$ cat src/rtl/conv3x3_stream.sv
// Streaming 3x3 valid-mode convolution over a square raster frame.
// Two line buffers plus a 3x3 window feed one MAC tree; results are registered one cycle after the pixel.
module conv3x3_stream #(
  parameter int In_W  = 8,
  parameter int Out_W = 32,
  parameter int W_IN  = 28,
  parameter int K     = 3
) (
  input  logic                 iClk,
  input  logic                 iRsn,
  input  logic                 iInValid,
  input  logic [In_W-1:0]      iPixel,
  input  logic                 iWeightLoad,
  input  logic [K*K*In_W-1:0]  iWeight,
  input  logic [Out_W-1:0]     iBias,
  output logic                 oOutValid,
  output logic [Out_W-1:0]     oOutData,
  output logic                 oFrameDone
);

  localparam int NTAP = K * K;
  localparam int PW   = 2 * In_W;
  localparam int CW   = $clog2(W_IN);
  localparam logic [CW-1:0] LAST = CW'(W_IN - 1);
  localparam logic [CW-1:0] TWO  = CW'(2);

  // Full-precision product, sign-extended to the accumulator width (sum wraps modulo 2^Out_W).
  function automatic logic signed [Out_W-1:0] mac_term(input logic signed [In_W-1:0] a,
                                                       input logic signed [In_W-1:0] b);
    logic signed [PW-1:0] ae, be, p;
    ae = {{In_W{a[In_W-1]}}, a};
    be = {{In_W{b[In_W-1]}}, b};
    p  = ae * be;
    return {{(Out_W-PW){p[PW-1]}}, p};
  endfunction

  logic [CW-1:0]           row_cnt, col_cnt;
  logic signed [In_W-1:0]  lb0 [W_IN];
  logic signed [In_W-1:0]  lb1 [W_IN];
  logic signed [In_W-1:0]  win [NTAP];
  logic signed [In_W-1:0]  win_nxt [NTAP];
  logic signed [In_W-1:0]  wgt [NTAP];
  logic signed [Out_W-1:0] bias;
  logic signed [In_W-1:0]  pix_p0;
  logic signed [Out_W-1:0] acc_p0;
  logic signed [Out_W-1:0] data_p1;
  logic                    vld_p1, done_p1;
  logic                    fire_p0, last_p0, wload_p0;

  assign pix_p0   = iPixel;
  assign fire_p0  = iInValid && (row_cnt >= TWO) && (col_cnt >= TWO);
  assign last_p0  = (row_cnt == LAST) && (col_cnt == LAST);
  assign wload_p0 = iWeightLoad && !iInValid && (row_cnt == '0) && (col_cnt == '0);

  // Stage p0: window after this pixel's shift, with the new right column read before the buffer write
  always_comb begin
    for (int i = 0; i < K; i++) begin
      for (int j = 0; j < K; j++) begin
        if (j < K - 1)
          win_nxt[i*K+j] = win[i*K+j+1];
        else if (i == 0)
          win_nxt[i*K+j] = lb0[col_cnt];
        else if (i == 1)
          win_nxt[i*K+j] = lb1[col_cnt];
        else
          win_nxt[i*K+j] = pix_p0;
      end
    end
  end

  always_comb begin
    acc_p0 = bias;
    for (int t = 0; t < NTAP; t++)
      acc_p0 = acc_p0 + mac_term(win_nxt[t], wgt[t]);
  end

  // Stage p1: registered result, valid and frame-done
  always_ff @(posedge iClk or negedge iRsn) begin
    if (!iRsn) begin
      row_cnt <= '0;
      col_cnt <= '0;
      for (int c = 0; c < W_IN; c++) begin
        lb0[c] <= '0;
        lb1[c] <= '0;
      end
      for (int t = 0; t < NTAP; t++) begin
        win[t] <= '0;
        wgt[t] <= '0;
      end
      bias    <= '0;
      vld_p1  <= 1'b0;
      done_p1 <= 1'b0;
      data_p1 <= '0;
    end else begin
      vld_p1  <= 1'b0;
      done_p1 <= 1'b0;
      if (wload_p0) begin
        for (int t = 0; t < NTAP; t++)
          wgt[t] <= iWeight[In_W*t +: In_W];
        bias <= iBias;
      end
      if (iInValid) begin
        lb0[col_cnt] <= lb1[col_cnt];
        lb1[col_cnt] <= pix_p0;
        for (int t = 0; t < NTAP; t++)
          win[t] <= win_nxt[t];
        if (col_cnt == LAST) begin
          col_cnt <= '0;
          row_cnt <= (row_cnt == LAST) ? '0 : row_cnt + 1'b1;
        end else begin
          col_cnt <= col_cnt + 1'b1;
        end
        if (fire_p0) begin
          vld_p1  <= 1'b1;
          done_p1 <= last_p0;
          data_p1 <= acc_p0;
        end
      end
    end
  end

  assign oOutValid  = vld_p1;
  assign oOutData   = data_p1;
  assign oFrameDone = done_p1;

endmodule

$ cat config.mk
export PLATFORM = sky130hd
export DESIGN_NAME = conv3x3_stream
export DESIGN_NICKNAME = d
export VERILOG_FILES = /design/src/rtl/conv3x3_stream.sv
export SDC_FILE = /design/constraint.sdc
export NUM_CORES = 2
export LEC_CHECK = 0
export BUFFER_PORTS_ARGS = -buffer_cell sky130_fd_sc_hd__buf_2
export CORE_ASPECT_RATIO = 1.75
export CORE_MARGIN = 4
export CORE_UTILIZATION = 55
export CTS_CLUSTER_DIAMETER = 120
export CTS_CLUSTER_SIZE = 14
export DETAILED_ROUTE_END_ITERATION = 10
export PLACE_DENSITY = 0.72
export SLEW_MARGIN = 20
export SYNTH_ARGS = -nofsm -noshare
export SYNTH_HDL_FRONTEND = slang
export SYNTH_SLANG_ARGS = --single-unit
$ cat constraint.sdc
create_clock -name iClk -period 12.3 [get_ports iClk]
set_input_delay 0.615 -clock iClk [delete_from_list [all_inputs] [get_ports iClk]]
set_output_delay 0.615 -clock iClk [all_outputs]
set_load 0.02 [all_outputs]
==> reports/metrics.cfg <==
[route]
viasPerCell=5.57
wire_per_inst_um=23.4
dr_wl_met2_um=81100
wl_met1_um=49500
routed.top_layer=met4
dr_wl_met3_um=5090
vias=35400
drtAntennaViolNets=0
firstDrtPassIters=5
routed_wl_um=148000
drc_errors=0
first_iter_violations=1865

[clock_tree]
numClockSinks=644
htreeDepth=2
cts_buffers=51
cts_tree=built
cts_resized=0
cts_hold_buf=1
cts_root_buf=clkbuf_16
clk_path_buf_depth=3
path_clk_slew_ps=80
post-cts-setup-buffers=0
clk_latency_ps=650

[worst_setup_path]
required_ps=12890
crit_top_cell=fa_1
slowest_stage=dfrtp_4
critPathKind=flop to flop
cp-startpoint=col_cnt[0]
path_max_fanout=39
end_kind=flop
critPathLaunchType=flop
r2r_start=col_cnt[0]
worstPathArrival_ps=12000
max_stage_delay_ps=960

[synth]
ys_seq_area_share_pct=28.6
synth_top_area_share_pct=32.3
yosysTopAreaCell=fa_1
synth_nets=6236
syn-cell-area_um2=56400
yosysWarnings=0
synthFlopType=dfrtp_1
syn-mean-instance-area_um2=11.3
ys_types=63
synth_edf_count=0
synth_seq_cells=644
yosys-top-cells-area=fa_1 32%, dfrtp_1 29%, mux2_2 7.1%
async_flop_share_pct=100
synthCells=4990

[sta]
clock_skew_ps=24.5
slew_headroom_pct=22.7
drv_slew=0
period_minus_slack_ps=11410
rsz0062_at_grt=no
setup-violations-final=0
worstMarginPinSlew_ps=1160
finalCritPeriodShare_pct=92.8
hold_violations=0
final.setup.tns_ps=0
fmax_ghz=0.0877

[layout]
multi_input_area_um2=35500
nets=6264
num_antenna_cells=0
syn2layout_area_growth_pct=6.06
fin_cells=6354
fillers=8485
regArea_um2=16100
drive_gt1_share_pct=15.3

[floorplanning]
initial_core_util_pct=55.4
die_h_um=431
die_w_um=250
core-area_um2=102000
die_area_um2=108000
ios=150
row_count=155

[global_route]
grt_first_pass_wirelength_um=233000
grt_max_degree=171
grt_usage_pct=28.4
grt_pass1_vias=40100
overflow=0
antenna_found_initial=3

[run_status]
status=complete, no violations

[job]
maxCapViolCount=0

[placement]
dp.cells=6298
place.port_buffers=149
hpwl_um=120000
routabilityCongestion=0.963

[min_path]
hold_path_class=primary input to flop
min_from=iBias[26]

cell usage in the layout (no fill, tap or decap), types with 51 or more instances in the layout:
cell       count
a21oi_1      177
and2_1       211
buf_2        148
buf_4         62
clkbuf_16     51
dfrtp_1      642
fa_1         908
ha_1         220
inv_1       1014
mux2_2       356
mux4_2       108
nand2_1      402
nand2b_1      75
nor2_1       183
nor2b_1       87
o21ai_0      142
synth_stat cells (4+ instances only):
| cell | instances |
|---|---|
| buf_6 | 8 |
| xor2_1 | 10 |
| mux2_2 | 356 |
| ha_1 | 220 |
| buf_4 | 6 |
| and3_1 | 6 |
| nand2_1 | 407 |
| buf_2 | 20 |
| fa_1 | 910 |
| nor3_1 | 10 |
| mux4_2 | 108 |
| o21ai_0 | 142 |
| nand3_1 | 12 |
| a21oi_1 | 179 |
| dfrtp_1 | 644 |
| nor2b_1 | 87 |
| buf_1 | 11 |
| clkbuf_1 | 194 |
| o21a_1 | 9 |
| o22ai_1 | 5 |
| inv_1 | 1014 |
| a211oi_1 | 5 |
| or3_1 | 8 |
| nand2b_1 | 75 |
| nor2_1 | 193 |
| a31oi_1 | 4 |
| mux2i_1 | 22 |
| a22o_1 | 4 |
| a22oi_1 | 12 |
| a21o_1 | 11 |
| o31ai_1 | 5 |
| and2_1 | 211 |
| and2b_1 | 5 |
| mux4_1 | 10 |
| xnor2_1 | 22 |
critical path, delay by kind of cell (launching register included):
| family | cells | cell delay, ps |
|---|---|---|
| buffers and inverters | 4 | 570 |
| multiplexers | 2 | 790 |
| flip-flops | 1 | 960 |
| AO/OA/AOI/OAI | 6 | 2110 |
| AND/OR/NAND/NOR | 6 | 1410 |
| adder cells (fa/ha/maj) | 11 | 5460 |
sequential cells by signal, summed over array words and instances, names as in the netlist:
| name | count |
|---|---|
| lb0 | 224 |
| lb1 | 224 |
| wgt | 72 |
| win | 48 |
| bias | 32 |
| oOutData | 32 |
| col_cnt | 5 |
| row_cnt | 5 |
| oFrameDone | 1 |
| oOutValid | 1 |
final timing paths:
path	to	slack (ps)	cells past startpoint
setup / recovery	oOutData[31]	890	29
hold / removal	bias[26]	190	2
setup reg to reg	oOutData[31]	890	29
hold reg to reg	oOutData[2]	470	2
max in group asynchronous	col_cnt[0]	9360	4
min in group asynchronous	wgt[52]	530	2
through the flow:
step	setup slack (ps)	instance area [um^2]	hold WS, ps	utilization (%)
floorplan	2030	56400	319	-
global placement	1070	58400	454	57.3
detailed placement	942	58400	456	57.4
CTS	962	59800	151	58.7
global route	458	59800	173	58.7
finish	891	59800	190	58.7
layer usage:
metal,GRT usage (%),vias up
met5,0,-
met2,53.1,905
met1,30.6,18700
met3,2.68,426
li1,-,15400
met4,18.6,0
cells by family (layout without fill, tap and decap cells):
logic type                 count (synthesis)  in the layout  synth area share (%)
and+or+nand+nor                         1027           1027                  8.72
xor gates and xnor gates                  32             32                 0.497
buffers and inverters                   1256           1286                  8.59
muxes                                    496            496                  12.3
AOI/OAI and AO/OA                        405            405                  4.11
DFF                                      644            644                  28.6
adders and majority gates               1130           1130                  37.2
layout make-up:
type                    instances  area share (%)
clock buffers                  53            2.15
clock inverters                 2           0.100
inverters                    1015            6.37
multi-input cells            3090            59.4
flip-flops and latches        644            27.0
well taps                    1334            2.79
repair buffers                216            2.21
Power is left out: the tool's default activity adds up to more than one toggle a clock period on the data nets, which glitch-free logic cannot reach.
